`config.mk`:
```
export PLATFORM = sky130hd
export DESIGN_NAME = vga_timing_gen
export DESIGN_NICKNAME = d
export VERILOG_FILES = /design/src/rtl/vga_pkg.sv /design/src/rtl/vga_delay_line.sv /design/src/rtl/vga_timing_gen.sv
export SDC_FILE = /design/constraint.sdc
export NUM_CORES = 1
export LEC_CHECK = 0
export CAP_MARGIN = 15
export CELL_PAD_IN_SITES_DETAIL_PLACEMENT = 1
export CELL_PAD_IN_SITES_GLOBAL_PLACEMENT = 2
export CORE_UTILIZATION = 30
export CTS_CLUSTER_DIAMETER = 30
export DETAILED_ROUTE_END_ITERATION = 7
export PLACE_DENSITY_LB_ADDON = 0.1
export SLEW_MARGIN = 20
export SYNTH_ARGS = -nofsm -noshare
export SYNTH_HDL_FRONTEND = slang
export SYNTH_SLANG_ARGS = --single-unit
```
`constraint.sdc`:
```
create_clock -name vga_clk -period 2 [get_ports vga_clk]
set_clock_uncertainty 0.05 [all_clocks]
set_input_delay 0.3 -clock vga_clk [delete_from_list [all_inputs] [get_ports vga_clk]]
set_output_delay 0.3 -clock vga_clk [all_outputs]
set_load 0.01 [all_outputs]
```
`src/rtl/vga_pkg.sv`:
```
// rtl/vga_pkg.sv - shared VGA timing constants, sync bundle type and helpers
package vga_pkg;

  localparam int VGA_H_ACTIVE = 640;
  localparam int VGA_H_FP     = 16;
  localparam int VGA_H_SYNC   = 96;
  localparam int VGA_H_BP     = 48;
  localparam int VGA_V_ACTIVE = 480;
  localparam int VGA_V_FP     = 10;
  localparam int VGA_V_SYNC   = 2;
  localparam int VGA_V_BP     = 33;
  localparam int VGA_PIPE_DLY = 2;

  localparam int VGA_H_TOTAL = VGA_H_ACTIVE + VGA_H_FP + VGA_H_SYNC + VGA_H_BP;
  localparam int VGA_V_TOTAL = VGA_V_ACTIVE + VGA_V_FP + VGA_V_SYNC + VGA_V_BP;

  typedef struct packed {
    logic active;
    logic hs_n;
    logic vs_n;
  } vga_sync_t;

  localparam vga_sync_t SYNC_IDLE = '{active: 1'b0, hs_n: 1'b1, vs_n: 1'b1};

  // en lets a zero-width pulse collapse to "never" without an underflowed hi bound
  function automatic logic in_span(input logic [9:0] pos, input logic [9:0] lo,
                                   input logic [9:0] hi, input logic en);
    return en && (pos >= lo) && (pos <= hi);
  endfunction

endpackage

```
`src/rtl/vga_delay_line.sv`:
```
// rtl/vga_delay_line.sv - clock-enabled shift register that aligns sync/blank with mapper RGB
module vga_delay_line #(
  parameter int               WIDTH   = 3,
  parameter int               DEPTH   = 2,
  parameter logic [WIDTH-1:0] RST_VAL = '0
) (
  input  logic             vga_clk,
  input  logic             reset_n,
  input  logic             ce,
  input  logic [WIDTH-1:0] din,
  output logic [WIDTH-1:0] dout
);

  if (DEPTH == 0) begin : g_bypass
    logic unused_ctl;
    assign unused_ctl = ^{vga_clk, reset_n, ce};
    assign dout = din;
  end else begin : g_pipe
    logic [WIDTH-1:0] stage [DEPTH];

    always_ff @(posedge vga_clk or negedge reset_n) begin
      if (!reset_n) begin
        for (int i = 0; i < DEPTH; i++) stage[i] <= RST_VAL;
      end else if (ce) begin
        stage[0] <= din;
        for (int i = 1; i < DEPTH; i++) stage[i] <= stage[i-1];
      end
    end

    assign dout = stage[DEPTH-1];
  end

endmodule

```
`src/rtl/vga_timing_gen.sv`:
```
// rtl/vga_timing_gen.sv - VGA raster counters, frame counter and delayed sync/blank generation
module vga_timing_gen
  import vga_pkg::*;
#(
  parameter int H_ACTIVE = VGA_H_ACTIVE,
  parameter int H_FP     = VGA_H_FP,
  parameter int H_SYNC   = VGA_H_SYNC,
  parameter int H_BP     = VGA_H_BP,
  parameter int V_ACTIVE = VGA_V_ACTIVE,
  parameter int V_FP     = VGA_V_FP,
  parameter int V_SYNC   = VGA_V_SYNC,
  parameter int V_BP     = VGA_V_BP,
  parameter int PIPE_DLY = VGA_PIPE_DLY
) (
  input  logic        vga_clk,
  input  logic        reset_n,
  input  logic        pix_ce,
  output logic [9:0]  DrawX,
  output logic [9:0]  DrawY,
  output logic        blank,
  output logic        hs,
  output logic        vs,
  output logic        frame_start,
  output logic [15:0] frame_count
);

  localparam int H_TOTAL = H_ACTIVE + H_FP + H_SYNC + H_BP;
  localparam int V_TOTAL = V_ACTIVE + V_FP + V_SYNC + V_BP;

  if (H_TOTAL > 1024 || V_TOTAL > 1024 || H_TOTAL < 1 || V_TOTAL < 1) begin : g_cfg_err
    $error("vga_timing_gen: H_TOTAL/V_TOTAL must lie in 1..1024");
  end

  localparam logic [9:0] H_LAST = 10'(H_TOTAL - 1);
  localparam logic [9:0] V_LAST = 10'(V_TOTAL - 1);
  localparam logic [9:0] H_ACT  = 10'(H_ACTIVE);
  localparam logic [9:0] V_ACT  = 10'(V_ACTIVE);
  localparam logic [9:0] HS_LO  = 10'(H_ACTIVE + H_FP);
  localparam logic [9:0] HS_HI  = 10'(H_ACTIVE + H_FP + H_SYNC - 1);
  localparam logic [9:0] VS_LO  = 10'(V_ACTIVE + V_FP);
  localparam logic [9:0] VS_HI  = 10'(V_ACTIVE + V_FP + V_SYNC - 1);
  localparam logic       HS_EN  = (H_SYNC != 0);
  localparam logic       VS_EN  = (V_SYNC != 0);

  logic [9:0]  draw_x;
  logic [9:0]  draw_y;
  logic [15:0] frames;
  vga_sync_t   raw;
  vga_sync_t   dly;

  always_ff @(posedge vga_clk or negedge reset_n) begin
    if (!reset_n) begin
      draw_x <= '0;
      draw_y <= '0;
      frames <= '0;
    end else if (pix_ce) begin
      if (draw_x == H_LAST) begin
        draw_x <= '0;
        if (draw_y == V_LAST) begin
          draw_y <= '0;
          frames <= frames + 16'd1;
        end else begin
          draw_y <= draw_y + 10'd1;
        end
      end else begin
        draw_x <= draw_x + 10'd1;
      end
    end
  end

  // Gating with reset_n keeps outputs idle in reset even when the delay line is bypassed
  always_comb begin
    raw = SYNC_IDLE;
    if (reset_n) begin
      raw.active = (draw_x < H_ACT) && (draw_y < V_ACT);
      raw.hs_n   = !in_span(draw_x, HS_LO, HS_HI, HS_EN);
      raw.vs_n   = !in_span(draw_y, VS_LO, VS_HI, VS_EN);
    end
  end

  vga_delay_line #(
    .WIDTH  (3),
    .DEPTH  (PIPE_DLY),
    .RST_VAL(SYNC_IDLE)
  ) u_delay (
    .vga_clk(vga_clk),
    .reset_n(reset_n),
    .ce     (pix_ce),
    .din    (raw),
    .dout   (dly)
  );

  assign DrawX       = draw_x;
  assign DrawY       = draw_y;
  assign frame_count = frames;
  assign blank       = dly.active;
  assign hs          = dly.hs_n;
  assign vs          = dly.vs_n;
  assign frame_start = reset_n && pix_ce && (draw_x == '0) && (draw_y == '0);

endmodule

```
==> impl_metrics.csv <==
group,metric,value,unit
cts,cts_hold_buf,0,
timing,slew_headroom,0.6147,
timing,rsz0062_at_grt,"no",
routing,postRouteAntennaNets,0,
timing,holdWs,0.2069,ns
die,io_pins,43,
power_and_ir_drop,power,2.070,mW
timing,finalSetupViolCount,0,
global_routing,antenna_found_initial,0,
placed_design,gp_congestion,0.7823,
timing,clock.fmax,0.5289,GHz
job,cap_violations,0,
die,die-area,7781,um2
die,core_area,7214,um2
yosys,ys.flop_type,"dfrtp_1",
critical_path,startpoint,"DrawX[0]",
critical_path,start_kind,"flip-flop",
critical_path,reg2reg_from,"DrawX[0]",
yosys,ys_warn_count,0,
routing,drtPass1Iterations,4,
cts,cts.path.max_buffers,2,
placed_design,dp_worst_setup_slack,-0.2139,ns
die,fp-row-count,31,
yosys,ys_async_sr_fraction,1.000,
cells_and_area,layout-drive-gt1-share,0.2431,
timing,tightest_slew,0.5780,ns
critical_path,cp_top_family,"simple AND/OR/NAND/NOR gates",
routing,first_iter_violations,57,
placed_design,portBuffers,42,
critical_path,crit_buf_inv,1,
global_routing,grt_max_degree,44,
global_routing,grt_overflow_total,0,
placed_design,dp.final_hpwl,4.426,mm
cts,numClockSinks,42,
cells_and_area,layout_common_cells,"clkdlybuf4s50_1, dfrtp_1, buf_4, xnor2_1, nand3_1",
timing,worst_slack,0.1094,ns
global_routing,track_usage,0.1667,
cts,cts_tree,"built",
cts,cts_root_buf,"clkbuf_8",
timing,report.final.slew_viol_count,0,
critical_path,slowest_stage,"or3_4",
global_routing,grt_pass1_vias,1995,
yosys,synth-seq-area-share,0.4736,
routing,drc,0,
die,die_w,88.21,um
cts,path_clk_slew,0.08,ns
cts,cts_buffers,5,
global_routing,grt_pass1_wl,9.867,mm
yosys,syn_inst,208,
die,die_y,88.21,um
timing,timing.final.crit_share,0.9453,
critical_path,critPathKind,"flip-flop to flip-flop",
power_and_ir_drop,vdd.ir_drop.worst,423.0,uV
power_and_ir_drop,power_density,661.8,nW/um2
status,status,"complete, no violations",
power_and_ir_drop,power.leakage,1.411,nW
cells_and_area,fillers,849,
critical_path,crit_fanout,10,
cells_and_area,diodes,0,
routing,wirelength,5.885,mm
critical_path,path_cells,"buf_4 > ha_4 > nand4b_1 > or3_4 > nor2_4 > mux2_2",
die,start_util,0.3091,
critical_path,rrSetupSlack,0.11,ns
routing,vias_per_cell,4.832,
yosys,ys_ff_latch,42,
cts,cts_setup_buffers,0,
timing,period_needed,1.891,ns
yosys,syn_area,2230,um2
worst_hold_path,hold_path_class,"input port to asynchronous set/reset pin",
cells_and_area,instances_no_fill,387,
yosys,synth_edf_count,0,
yosys,synth_fp_nets,216,
routing,vias,1870,
cells_and_area,final_net_count,295,
cts,cts_max_level,2,
timing,hold_viol,0,
cells_and_area,final_common_cell,"clkdlybuf4s50_1",
cts,clk_latency,0.29,ns
critical_path,arrival,2.02,ns
placed_design,dp_cells,379,
cells_and_area,syn_to_final_growth,40.29,%
timing,tns,0,ns
routing,wl_per_cell,15.21,um
critical_path,critPathMaxStageDelay,0.48,ns
yosys,synthDistinctLibCells,44,
critical_path,cp-end-kind,"flip-flop",
yosys,syn_avg_cell_area,10.72,um2
critical_path,cp.required,2.13,ns
## registers in the layout, indices dropped and copies added, names as in the netlist
register              count
DrawX                    10
DrawY                    10
frame_count              16
u_delay.dout              3
u_delay.g_pipe.stage      3
## logic make-up after synthesis
group,Yosys count,share of synthesized area
simple gates,97,0.2845
flops,42,0.4736
xor+xnor,29,0.1139
buf+inv,17,0.03703
compound gates,13,0.03816
mux,5,0.02469
fa+ha+maj,5,0.02806
## layer usage
layer,up-vias,wire [um],global-route usage
met2,32,2963,0.2993
met3,6,157,0.02705
met1,937,2694,0.2066
li1,895,-,-
met4,0,70,0.04545
met5,-,0,0
## Yosys cell counts, types with 2 or more instances
library cell / number / area (um2)
buf_6: 2 / 22.52
nand4b_1: 3 / 26.28
nand2b_1: 2 / 12.51
dfrtp_1: 38 / 950.9
nor3_1: 7 / 35.03
nor4_4: 5 / 106.4
nor4_1: 7 / 43.79
nand4_1: 10 / 62.56
nand2_1: 13 / 48.80
xnor2_1: 18 / 157.7
o31ai_1: 2 / 15.01
o21ai_0: 4 / 20.02
inv_1: 9 / 33.78
nand3_1: 16 / 80.08
nor2_1: 15 / 56.30
buf_2: 3 / 15.01
xor2_1: 11 / 96.34
mux2_2: 4 / 45.04
a21oi_1: 2 / 10.01
and3_1: 5 / 31.28
dfstp_2: 4 / 105.1
buf_1: 2 / 7.510
ha_1: 5 / 62.56
## worst paths after layout
check	end	depth (start not counted)
max	frame_count[1]	6
min	DrawX[1]	3
max reg2reg	frame_count[1]	6
min reg2reg	frame_count[15]	1
max in group asynchronous	frame_count[0]	3
min in group vga_clk	frame_count[15]	1
## power by group
group	leakage [nW]	switching (mW)	total [mW]	internal, mW
registers	0.548	0.0581	0.963	0.905
clock network	0.0455	0.293	0.575	0.282
logic	0.818	0.249	0.532	0.284
total	1.41	0.600	2.07	1.47
## layout make-up
class	count	area, um2	share of cell area
Timing Repair Buffer	80	695.7	0.2224
Sequential cell	42	1056	0.3376
Tap cell	99	123.9	0.03960
Inverter	9	33.78	0.01080
Clock buffer	8	90.09	0.02880
Multi-Input combinational cell	149	1129	0.3608
## stage by stage
stage	util	instance area (um2)
5_1_grt	0.4336	3128
4_1_cts	0.4317	3114
2_1_floorplan	-	2230
6_report	0.4336	3128
3_3_place_gp	0.4166	3005
3_5_place_dp	0.4166	3005
## tightest hold or removal path, delay by kind of cell
| family | cells | cell delay [ns] |
|---|---|---|
| buf+inv | 3 | 0.73 |
## what timing repair did
| action | CTS | global route |
|---|---|---|
| cloned | 0 | 0 |
| endpoints found under the hold margin | 0 | 0 |
| endpoints found under the setup margin | 1 | 5 |
| resized for setup | 5 | 5 |
No activity file was read; power rests on OpenSTA's default activity.
